File: src/rtl/data_memory_arbiter_if.sv
// Bundle for the two requester ports and the data-memory port of the arbiter.
// The arbiter takes the slave view; requesters plus memory model take the master view.
interface data_memory_arbiter_if;
  logic       req0_valid, req0_we, req0_lock;
  logic [7:0] req0_addr, req0_wdata;
  logic       req1_valid, req1_we, req1_lock;
  logic [7:0] req1_addr, req1_wdata;
  logic       req0_ready, req1_ready;
  logic       rsp0_valid, rsp1_valid;
  logic [7:0] rsp0_rdata, rsp1_rdata;
  logic       mem_wen, mem_ren;
  logic [7:0] mem_address, mem_writeData, mem_readData;

  modport slave (
    input  req0_valid, req0_we, req0_lock, req0_addr, req0_wdata,
    input  req1_valid, req1_we, req1_lock, req1_addr, req1_wdata,
    output req0_ready, req1_ready, rsp0_valid, rsp1_valid, rsp0_rdata, rsp1_rdata,
    output mem_wen, mem_ren, mem_address, mem_writeData,
    input  mem_readData
  );

  modport master (
    output req0_valid, req0_we, req0_lock, req0_addr, req0_wdata,
    output req1_valid, req1_we, req1_lock, req1_addr, req1_wdata,
    input  req0_ready, req1_ready, rsp0_valid, rsp1_valid, rsp0_rdata, rsp1_rdata,
    input  mem_wen, mem_ren, mem_address, mem_writeData,
    output mem_readData
  );
endinterface

File: src/rtl/data_memory_arbiter.sv
// Round-robin arbiter sharing a single-port 256x8 data memory between two requesters,
// with bounded lock sequences and a fixed one-cycle completion path.
module data_memory_arbiter #(
  parameter int LOCK_MAX = 16
) (
  input logic                  clk,
  input logic                  rst_n,
  data_memory_arbiter_if.slave bus
);
  typedef enum logic [1:0] {ARB = 2'd0, LOCK0 = 2'd1, LOCK1 = 2'd2} state_t;
  localparam logic [7:0] CNT_LAST = 8'(LOCK_MAX - 1);

  state_t          state, state_n;
  logic            last_grant, last_grant_n;
  logic [7:0]      lock_cnt, lock_cnt_n;
  logic            rsp_owner, rsp_pend, rsp_read;
  logic [1:0]      vld, we, lck, ready;
  logic [1:0][7:0] addr, wdata;
  logic            acc, g, own, cnt_done;

  assign vld   = {bus.req1_valid, bus.req0_valid};
  assign we    = {bus.req1_we,    bus.req0_we};
  assign lck   = {bus.req1_lock,  bus.req0_lock};
  assign addr  = {bus.req1_addr,  bus.req0_addr};
  assign wdata = {bus.req1_wdata, bus.req0_wdata};

  // ready is one-hot or zero, so the granted index is simply ready[1]
  assign acc      = |ready;
  assign g        = ready[1];
  assign own      = (state == LOCK1);
  assign cnt_done = (lock_cnt == CNT_LAST);

  always_comb begin
    ready = '0;
    case (state)
      ARB:     ready = (&vld) ? (last_grant ? 2'b01 : 2'b10) : vld;
      LOCK0:   ready[0] = vld[0];
      LOCK1:   ready[1] = vld[1];
      default: ready = '0;
    endcase
  end

  assign bus.req0_ready    = ready[0];
  assign bus.req1_ready    = ready[1];
  assign bus.mem_wen       = acc &  we[g];
  assign bus.mem_ren       = acc & ~we[g];
  assign bus.mem_address   = acc ? addr[g]  : 8'h00;
  assign bus.mem_writeData = acc ? wdata[g] : 8'h00;

  always_comb begin
    state_n      = state;
    lock_cnt_n   = lock_cnt;
    last_grant_n = acc ? g : last_grant;
    case (state)
      ARB: begin
        if (acc && lck[g]) begin
          state_n    = g ? LOCK1 : LOCK0;
          lock_cnt_n = 8'h00;
        end
      end
      LOCK0, LOCK1: begin
        if (!cnt_done) lock_cnt_n = lock_cnt + 8'd1;
        // forced release hands the next contention to the other requester
        if (cnt_done) begin
          state_n      = ARB;
          last_grant_n = own;
        end else if (!lck[own]) begin
          state_n = ARB;
        end
      end
      default: state_n = ARB;
    endcase
  end

  always_ff @(posedge clk or negedge rst_n) begin
    if (!rst_n) begin
      state      <= ARB;
      last_grant <= 1'b1;
      lock_cnt   <= 8'h00;
      rsp_pend   <= 1'b0;
      rsp_owner  <= 1'b0;
      rsp_read   <= 1'b0;
    end else begin
      state      <= state_n;
      last_grant <= last_grant_n;
      lock_cnt   <= lock_cnt_n;
      rsp_pend   <= acc;
      if (acc) begin
        rsp_owner <= g;
        rsp_read  <= ~we[g];
      end
    end
  end

  assign bus.rsp0_valid = rsp_pend & ~rsp_owner;
  assign bus.rsp1_valid = rsp_pend &  rsp_owner;
  assign bus.rsp0_rdata = (bus.rsp0_valid & rsp_read) ? bus.mem_readData : 8'h00;
  assign bus.rsp1_rdata = (bus.rsp1_valid & rsp_read) ? bus.mem_readData : 8'h00;
endmodule

File: src/flat_wrapper.sv
// flat-port wrapper written by rule: the top's interface ports become plain ports
module data_memory_arbiter_flat 
#(
  parameter int LOCK_MAX = 16
)
  (clk, rst_n, bus_req0_valid, bus_req0_we, bus_req0_lock, bus_req0_addr, bus_req0_wdata, bus_req1_valid, bus_req1_we, bus_req1_lock, bus_req1_addr, bus_req1_wdata, bus_req0_ready, bus_req1_ready, bus_rsp0_valid, bus_rsp1_valid, bus_rsp0_rdata, bus_rsp1_rdata, bus_mem_wen, bus_mem_ren, bus_mem_address, bus_mem_writeData, bus_mem_readData);
  data_memory_arbiter_if bus_i ();
  input logic clk;
  input logic rst_n;
  input wire logic [$bits(bus_i.req0_valid)-1:0] bus_req0_valid;
  input wire logic [$bits(bus_i.req0_we)-1:0] bus_req0_we;
  input wire logic [$bits(bus_i.req0_lock)-1:0] bus_req0_lock;
  input wire logic [$bits(bus_i.req0_addr)-1:0] bus_req0_addr;
  input wire logic [$bits(bus_i.req0_wdata)-1:0] bus_req0_wdata;
  input wire logic [$bits(bus_i.req1_valid)-1:0] bus_req1_valid;
  input wire logic [$bits(bus_i.req1_we)-1:0] bus_req1_we;
  input wire logic [$bits(bus_i.req1_lock)-1:0] bus_req1_lock;
  input wire logic [$bits(bus_i.req1_addr)-1:0] bus_req1_addr;
  input wire logic [$bits(bus_i.req1_wdata)-1:0] bus_req1_wdata;
  output wire logic [$bits(bus_i.req0_ready)-1:0] bus_req0_ready;
  output wire logic [$bits(bus_i.req1_ready)-1:0] bus_req1_ready;
  output wire logic [$bits(bus_i.rsp0_valid)-1:0] bus_rsp0_valid;
  output wire logic [$bits(bus_i.rsp1_valid)-1:0] bus_rsp1_valid;
  output wire logic [$bits(bus_i.rsp0_rdata)-1:0] bus_rsp0_rdata;
  output wire logic [$bits(bus_i.rsp1_rdata)-1:0] bus_rsp1_rdata;
  output wire logic [$bits(bus_i.mem_wen)-1:0] bus_mem_wen;
  output wire logic [$bits(bus_i.mem_ren)-1:0] bus_mem_ren;
  output wire logic [$bits(bus_i.mem_address)-1:0] bus_mem_address;
  output wire logic [$bits(bus_i.mem_writeData)-1:0] bus_mem_writeData;
  input wire logic [$bits(bus_i.mem_readData)-1:0] bus_mem_readData;
  assign bus_i.req0_valid = bus_req0_valid;
  assign bus_i.req0_we = bus_req0_we;
  assign bus_i.req0_lock = bus_req0_lock;
  assign bus_i.req0_addr = bus_req0_addr;
  assign bus_i.req0_wdata = bus_req0_wdata;
  assign bus_i.req1_valid = bus_req1_valid;
  assign bus_i.req1_we = bus_req1_we;
  assign bus_i.req1_lock = bus_req1_lock;
  assign bus_i.req1_addr = bus_req1_addr;
  assign bus_i.req1_wdata = bus_req1_wdata;
  assign bus_req0_ready = bus_i.req0_ready;
  assign bus_req1_ready = bus_i.req1_ready;
  assign bus_rsp0_valid = bus_i.rsp0_valid;
  assign bus_rsp1_valid = bus_i.rsp1_valid;
  assign bus_rsp0_rdata = bus_i.rsp0_rdata;
  assign bus_rsp1_rdata = bus_i.rsp1_rdata;
  assign bus_mem_wen = bus_i.mem_wen;
  assign bus_mem_ren = bus_i.mem_ren;
  assign bus_mem_address = bus_i.mem_address;
  assign bus_mem_writeData = bus_i.mem_writeData;
  assign bus_i.mem_readData = bus_mem_readData;
  data_memory_arbiter #(.LOCK_MAX(LOCK_MAX)) u_core (.clk(clk), .rst_n(rst_n), .bus(bus_i));
endmodule
File: config.mk
export PLATFORM = sky130hd
export DESIGN_NAME = data_memory_arbiter_flat
export DESIGN_NICKNAME = d
export VERILOG_FILES = /design/src/rtl/data_memory_arbiter_if.sv /design/src/rtl/data_memory_arbiter.sv /design/src/flat_wrapper.sv
export SDC_FILE = /design/constraint.sdc
export NUM_CORES = 1
export LEC_CHECK = 0
export CAP_MARGIN = 20
export CORE_MARGIN = 2
export CORE_UTILIZATION = 31
export CTS_CLUSTER_SIZE = 12
export DETAILED_ROUTE_END_ITERATION = 8
export PLACE_DENSITY = 0.81
export SYNTH_ARGS = -nofsm -noshare
export SYNTH_HDL_FRONTEND = slang
export SYNTH_SLANG_ARGS = --single-unit
File: constraint.sdc
create_clock -name clk -period 2.3 [get_ports clk]
set_clock_uncertainty 0.2 [all_clocks]
set_input_delay 0.575 -clock clk [delete_from_list [all_inputs] [get_ports clk]]
set_output_delay 0.575 -clock clk [all_outputs]
set_load 0.01 [all_outputs]
=== Word level (Yosys, flattened, before mapping) ===
Index checks and enable logic that the tools add are counted.

* Register bits after elaboration: 14
* Input bits: 48
* Output and inout bits: 38
* Word-level logic and storage cells: 60

* Add/sub/neg operators: 1
* $lt $le $gt $ge: 2
* Equal/unequal tests: 6
* Mux-type cells: 29
* Bitwise operators: 8
* Reduce and logical (&&, ||, !) cells: 8

{| class="wikitable"
|+ Operator list
! operator !! number
|-
| $mux 8 || 10
|-
| $pmux 8 s2 || 1
|-
| $mux 2 || 6
|-
| $mux 1 || 9
|-
| $add 8x1->8 const B || 1
|-
| $eq 8x4->1 const B || 1
|-
| $and 1x1->1 || 6
|-
| $lt 1x2->1 const B || 2
|-
| $pmux 1 s2 || 2
|-
| $pmux 2 s2 || 1
|-
| $reduce_and 2->1 || 2
|-
| $reduce_or 2->1 || 2
|-
| $ne 3x2->1 const B || 1
|-
| $reduce_and 3->1 || 1
|-
| $eq 2x1->1 const B || 1
|-
| $eq 2x2->1 const B || 1
|-
| $logic_not 2->1 || 1
|-
| $ne 2x1->1 const B || 1
|-
| $ne 2x2->1 const B || 1
|-
| $not 1->1 || 2
|-
| $reduce_bool 2->1 || 1
|-
| $logic_and 1x1->1 || 1
|}

=== Depth between registers and ports, before layout ===
* Depth in word-level cells: 8
* Mapped depth: 10
* Mapped depth without buffers: 8

=== Worst setup path after synthesis ===
OpenSTA, ideal clock, no wires.

* Kind: register to output
* Start: register u_core.state[0]
* End: output port bus_mem_ren
* Arrival time: 1757 ps
* Data required time: 1525 ps
* Slack: -232 ps
* Stages on the path, launching flop included: 11
* Buffers on the path: 2
* Cells stage by stage: dfrtp_1 > inv_1 > ha_1 > a31oi_1 > nand2b_1 > buf_6 > inv_2 > nor2_2 > buf_6 > inv_1 > o22ai_1

* Longest elaborated chain between the ends: 6
* Elaborated cells between the ends (all ways): 10
* Those cells by class: eq/ne: 2; mux: 4; bitwise: 2; reduce/logical: 2

{| class="wikitable"
|+ RTL lines
! item !! RTL line !! source
|-
| start, declared || data_memory_arbiter.sv:13 || <nowiki>state_t state, state_n;</nowiki>
|-
| start signal, assigned || data_memory_arbiter.sv:84 || <nowiki>state <= state_n;</nowiki>
|-
| $eq 2x2->1 or $logic_not 2->1 (tied branches) || data_memory_arbiter.sv:35 || <nowiki>case (state)</nowiki>
|-
| $pmux 1 s2 || data_memory_arbiter.sv:35 ||
|-
| $mux 1 (implied by the code) (2 in a row) || data_memory_arbiter.sv:46 || <nowiki>assign bus.mem_ren = acc & ~we[g];</nowiki>
|-
| $not 1->1 || data_memory_arbiter.sv:46 ||
|-
| $and 1x1->1 (*) || data_memory_arbiter.sv:46 ||
|-
| end, declared || flat_wrapper.sv:27 || <nowiki>output wire logic [$bits(bus_i.mem_ren)-1:0] bus_mem_ren;</nowiki>
|}

Every way passes the cells marked *; elsewhere a longest branch is shown, timed or not. The select of a mux whose other input is x is not followed.

=== Final worst setup path ===
* Start: register u_core.state[1]
* End: output port bus_mem_address[6]

* Longest elaborated chain between the ends: 5
* Elaborated cells between the ends (all ways): 9
* Those cells by class: eq/ne: 2; mux: 5; reduce/logical: 2

{| class="wikitable"
|+ RTL lines
! item !! RTL line !! source
|-
| $eq 2x2->1 or $logic_not 2->1 (tied branches) || data_memory_arbiter.sv:35 ||
|-
| $pmux 1 s2 || data_memory_arbiter.sv:35 ||
|-
| $mux 8 (implied by the code) (2 in a row) || data_memory_arbiter.sv:47 || <nowiki>assign bus.mem_address = acc ? addr[g] : 8'h00;</nowiki>
|-
| $mux 8 (*) || data_memory_arbiter.sv:47 ||
|-
| end, declared || flat_wrapper.sv:28 || <nowiki>output wire logic [$bits(bus_i.mem_address)-1:0] bus_mem_address;</nowiki>
|}

Marked as above.

==> results.rst <==
.. list-table::
   :header-rows: 1

   * - Metric
     - Value
   * - PwrDens
     - 1045 mW/mm^2
   * - Clock slew seen by the registers of the worst setup and hold paths
     - 60 ps
   * - Max H-tree Level
     - 1
   * - Num Clock Sinks
     - 14
   * - Origin of the critical flop-to-flop path
     - u_core.state[0]
   * - Met3 global-route usage
     - 3.237%
   * - Vias per std cell
     - 4.891
   * - Worst voltage drop across the vdd grid
     - 0.8959 mV
   * - Detailed Place HPWL
     - 3095 microns
   * - Failing checks
     - setup timing
   * - Area share of the leading cell type in the synthesized netlist
     - 27.48%
   * - Port Buf Inserts
     - 85
   * - Post-synthesis cell area
     - 0.001184 sq mm
   * - Start-to-end type of the worst setup path
     - reg2out
   * - Clock network fraction of total power
     - 8.9%
   * - Overall die height
     - 65.79 microns
   * - Hold violation count in the final report
     - 0
   * - Met1 track demand over resource
     - 25.80%
   * - Number of buffers added by the clock tree synthesis step
     - 3
   * - Synth Instances
     - 137
   * - Hold crit path type
     - reg2reg
   * - Total wire length
     - 4101 microns
   * - Antenna violations before repair
     - 0
   * - Final routed wire length divided by cell count
     - 13.95 microns
   * - Static leakage
     - 1.180 nW
   * - Outcome
     - finished, violations left
   * - Clock Path Buffers
     - 2
   * - Area of all sequential standard cells
     - 351.6 sq um
   * - Most numerous cell in the Yosys netlist
     - a22o_1
   * - Number of core rows
     - 22
   * - Crit path required time
     - 1520 ps
   * - Detailed Routing Iterations Pass 1
     - 4
   * - Timing-limited maximum frequency
     - 0.3867 GHz
   * - Number of enable-type register cells in the synthesized netlist
     - 0
   * - Core Box Area
     - 0.003661 sq mm
   * - Post-synth cell types
     - 37
   * - Peak fanout along the critical path
     - 13
   * - Sum of negative setup slack
     - -5907 ps
   * - Worst-path cell with the longest stage delay
     - dfrtp_1
   * - Max Cap Violations
     - 0
   * - Layout cell share with drive strength beyond 1
     - 28.46%
   * - Cells along the critical path
     - inv_2 > ha_4 > a31oi_4 > nand2b_4 > inv_4 > buf_8 > a22o_1 > buf_2
   * - Top Ports
     - 86
   * - Worst-Margin Slew
     - 576.2 ps
   * - Final routed DRC violation total
     - 0
   * - Insertion delay of the later-clocked pin in the worst-skew pair
     - 250 ps
   * - Mean cell area of the mapped netlist
     - 8.640 sq um
   * - Global-route wire length before repair
     - 6368 microns
   * - Residual antenna-violating net count after detailed routing
     - 0
   * - Most heavily used metal layer in global routing
     - met2
   * - Final Max Tran Viols
     - 0
   * - Switching power of the nets
     - 0.0009923 W
   * - List of most frequent post-synthesis cells
     - a22o_1, and2_1, nand2_1
   * - Critical path data arrival time
     - 1810 ps
   * - Final period utilization
     - 112.4%
   * - Number of warnings reported in the yosys synthesis log
     - 0
   * - Unrepaired setup endpoints after global routing
     - yes
   * - Tmin final
     - 2586 ps
   * - Worst path max stage delay
     - 390 ps
   * - Number of global-route vias before repair
     - 1,266
   * - Number of standard cells in the layout, taps in and fillers out
     - 294
   * - Post-route design area
     - 0.002316 sq mm
   * - Hold buffer count at CTS
     - 0
   * - First DRT Iteration DRCs
     - 47
   * - Cell count after placement
     - 281
   * - Count of vias placed by the detailed router
     - 1,438
   * - Post-synth ARST share
     - 100.0%
   * - Cell area reported after detailed placement
     - 0.002223 sq mm
   * - Root cell of the clock tree
     - clkbuf_8
   * - Grt met2 use
     - 30.68%
   * - Total GRT Usage
     - 19.16%
   * - Die width
     - 65.79 microns
   * - Total number of nets in the final design
     - 300
   * - Worst slew margin
     - 61.38%
   * - Number of inserted diodes
     - 0
   * - Sequential fraction of the synthesis area
     - 29.70%
   * - Cell-internal power
     - 0.001427 W
   * - Initial core utilization
     - 32.33%
   * - Origin of the worst setup path
     - u_core.state[1]
   * - Ranking of synthesized cells by area
     - dfrtp_1, a22o_1, and2_1, ha_1, nand2_1
   * - Combinational share of power
     - 74.1%
   * - Part of the total power dissipated in sequential elements
     - 17.0%
   * - Growth of design area from synthesis to finish
     - 95.67%
   * - TritonCTS clock tree
     - done
   * - Switching Share
     - 41.01%
   * - Synth Register Bits
     - 14
   * - CP startpoint kind
     - register
   * - Final estimated routing congestion in global placement
     - 0.7682
   * - Pin count of the biggest net entering global routing
     - 20
   * - Area of combinational cells with multiple inputs
     - 865.8 sq um
   * - Overflow left after global routing
     - 0
   * - Hold Path Origin
     - u_core.lock_cnt[1]
   * - Fill cells
     - 324
   * - Primary flip-flop cell chosen by synthesis mapping
     - dfrtp_1
   * - Cell type with the largest total area after synthesis
     - dfrtp_1
   * - Total setup violations reported at the end of the flow
     - 30
   * - Die ar.
     - 0.004328 sq mm
   * - Nature of the critical path endpoint
     - output pin
   * - Final worst-path setup slack
     - -285.7 ps
   * - Post-synthesis net count
     - 190
==> state kept, by name, indices dropped and copies added, names as in the netlist <==
signal             cells
u_core.rsp_owner       1
u_core.lock_cnt        8
u_core.rsp_pend        1
u_core.last_grant      1
u_core.rsp_read        1
u_core.state           2
==> repair_timing <==
item	4_1_cts	5_1_grt
endpoints found under the setup margin	46	30
pin swaps	7	3
gates resized for setup	115	3
buffers inserted	5	4
==> layout make-up <==
| type | count | share of cell area [%] |
|---|---|---|
| Timing Repair Buffer | 111 | 41.71 |
| Multi-Input combinational cell | 111 | 37.39 |
| Sequential cell | 14 | 15.18 |
| Tap cell | 48 | 2.593 |
| Clock buffer | 4 | 1.945 |
| Inverter | 6 | 1.189 |
==> layout by cell type, fill, tap and decap left out, drive strengths merged, types with 3 or more instances in the layout <==
master and count:
buf 45, a31oi 4, nor4b 3, clkbuf 4, a22o 18, o21ai 7
dlygate4sd2 18, a211o 4, ha 5, nand2b 3, nand2 16, nand3 5
and2 17, clkdlybuf4s50 47, and3 6, dfrtp 13, inv 6, nor2 4
nor3 3
==> kinds of logic after synthesis <==
group	count (synthesis)	share of synthesized area [%]
DFF	14	29.70
muxes	3	2.643
AOI/OAI and AO/OA	41	27.17
adders and majority gates	5	5.285
and+or+nand+nor	62	30.13
buffers and inverters	12	5.073
==> worst max-delay path, delay by kind of cell, from the launching register on <==
family	cells	cell delay, ps
simple gates	1	160
compound gates	2	420
fa+ha+maj	1	180
buf+inv	4	420
flops	1	390
==> layer usage <==
layer  wire [microns]  vias to the layer above
met4               52                        0
met2             2045                       41
met1             1778                      660
li1                 -                      733
met5                0                        -
met3              225                        4
==> power groups by stage <==
stage	Combinational [W]	Clock, W	Sequential (W)
3_5_place_dp	0.00166	0	0.000415
4_1_cts	0.00170	0.000220	0.000412
2_1_floorplan	0.000914	0	0.000395
6_report	0.00179	0.000214	0.000412
3_3_place_gp	0.00165	0	0.000410
5_1_grt	0.00194	0.000233	0.000431
==> metrics by stage <==
stage / setup slack, ps / hold WS [ps] / total power [W] / utilization, %
2_1_floorplan: 3.243 / 79.41 / 0.001310 / -
3_3_place_gp: -908.8 / 305.2 / 0.002056 / 60.73
3_5_place_dp: -957.9 / 318.1 / 0.002076 / 60.73
4_1_cts: -281.0 / 331.9 / 0.002329 / 62.00
5_1_grt: -381.9 / 363.6 / 0.002602 / 63.26
6_report: -285.7 / 326.9 / 0.002419 / 63.26
==> worst paths after layout <==
kind,endpoint,slack [ps],depth (start not counted)
worst min-delay path,u_core.lock_cnt[1],330,1
worst max-delay path,bus_mem_address[6],-290,8
worst min register to register,u_core.lock_cnt[1],330,1
max in group asynchronous,u_core.last_grant,1230,2
min in group asynchronous,u_core.lock_cnt[1],430,2
worst max register to register,u_core.lock_cnt[7],-130,12
No activity file was read; power rests on OpenSTA's default activity.
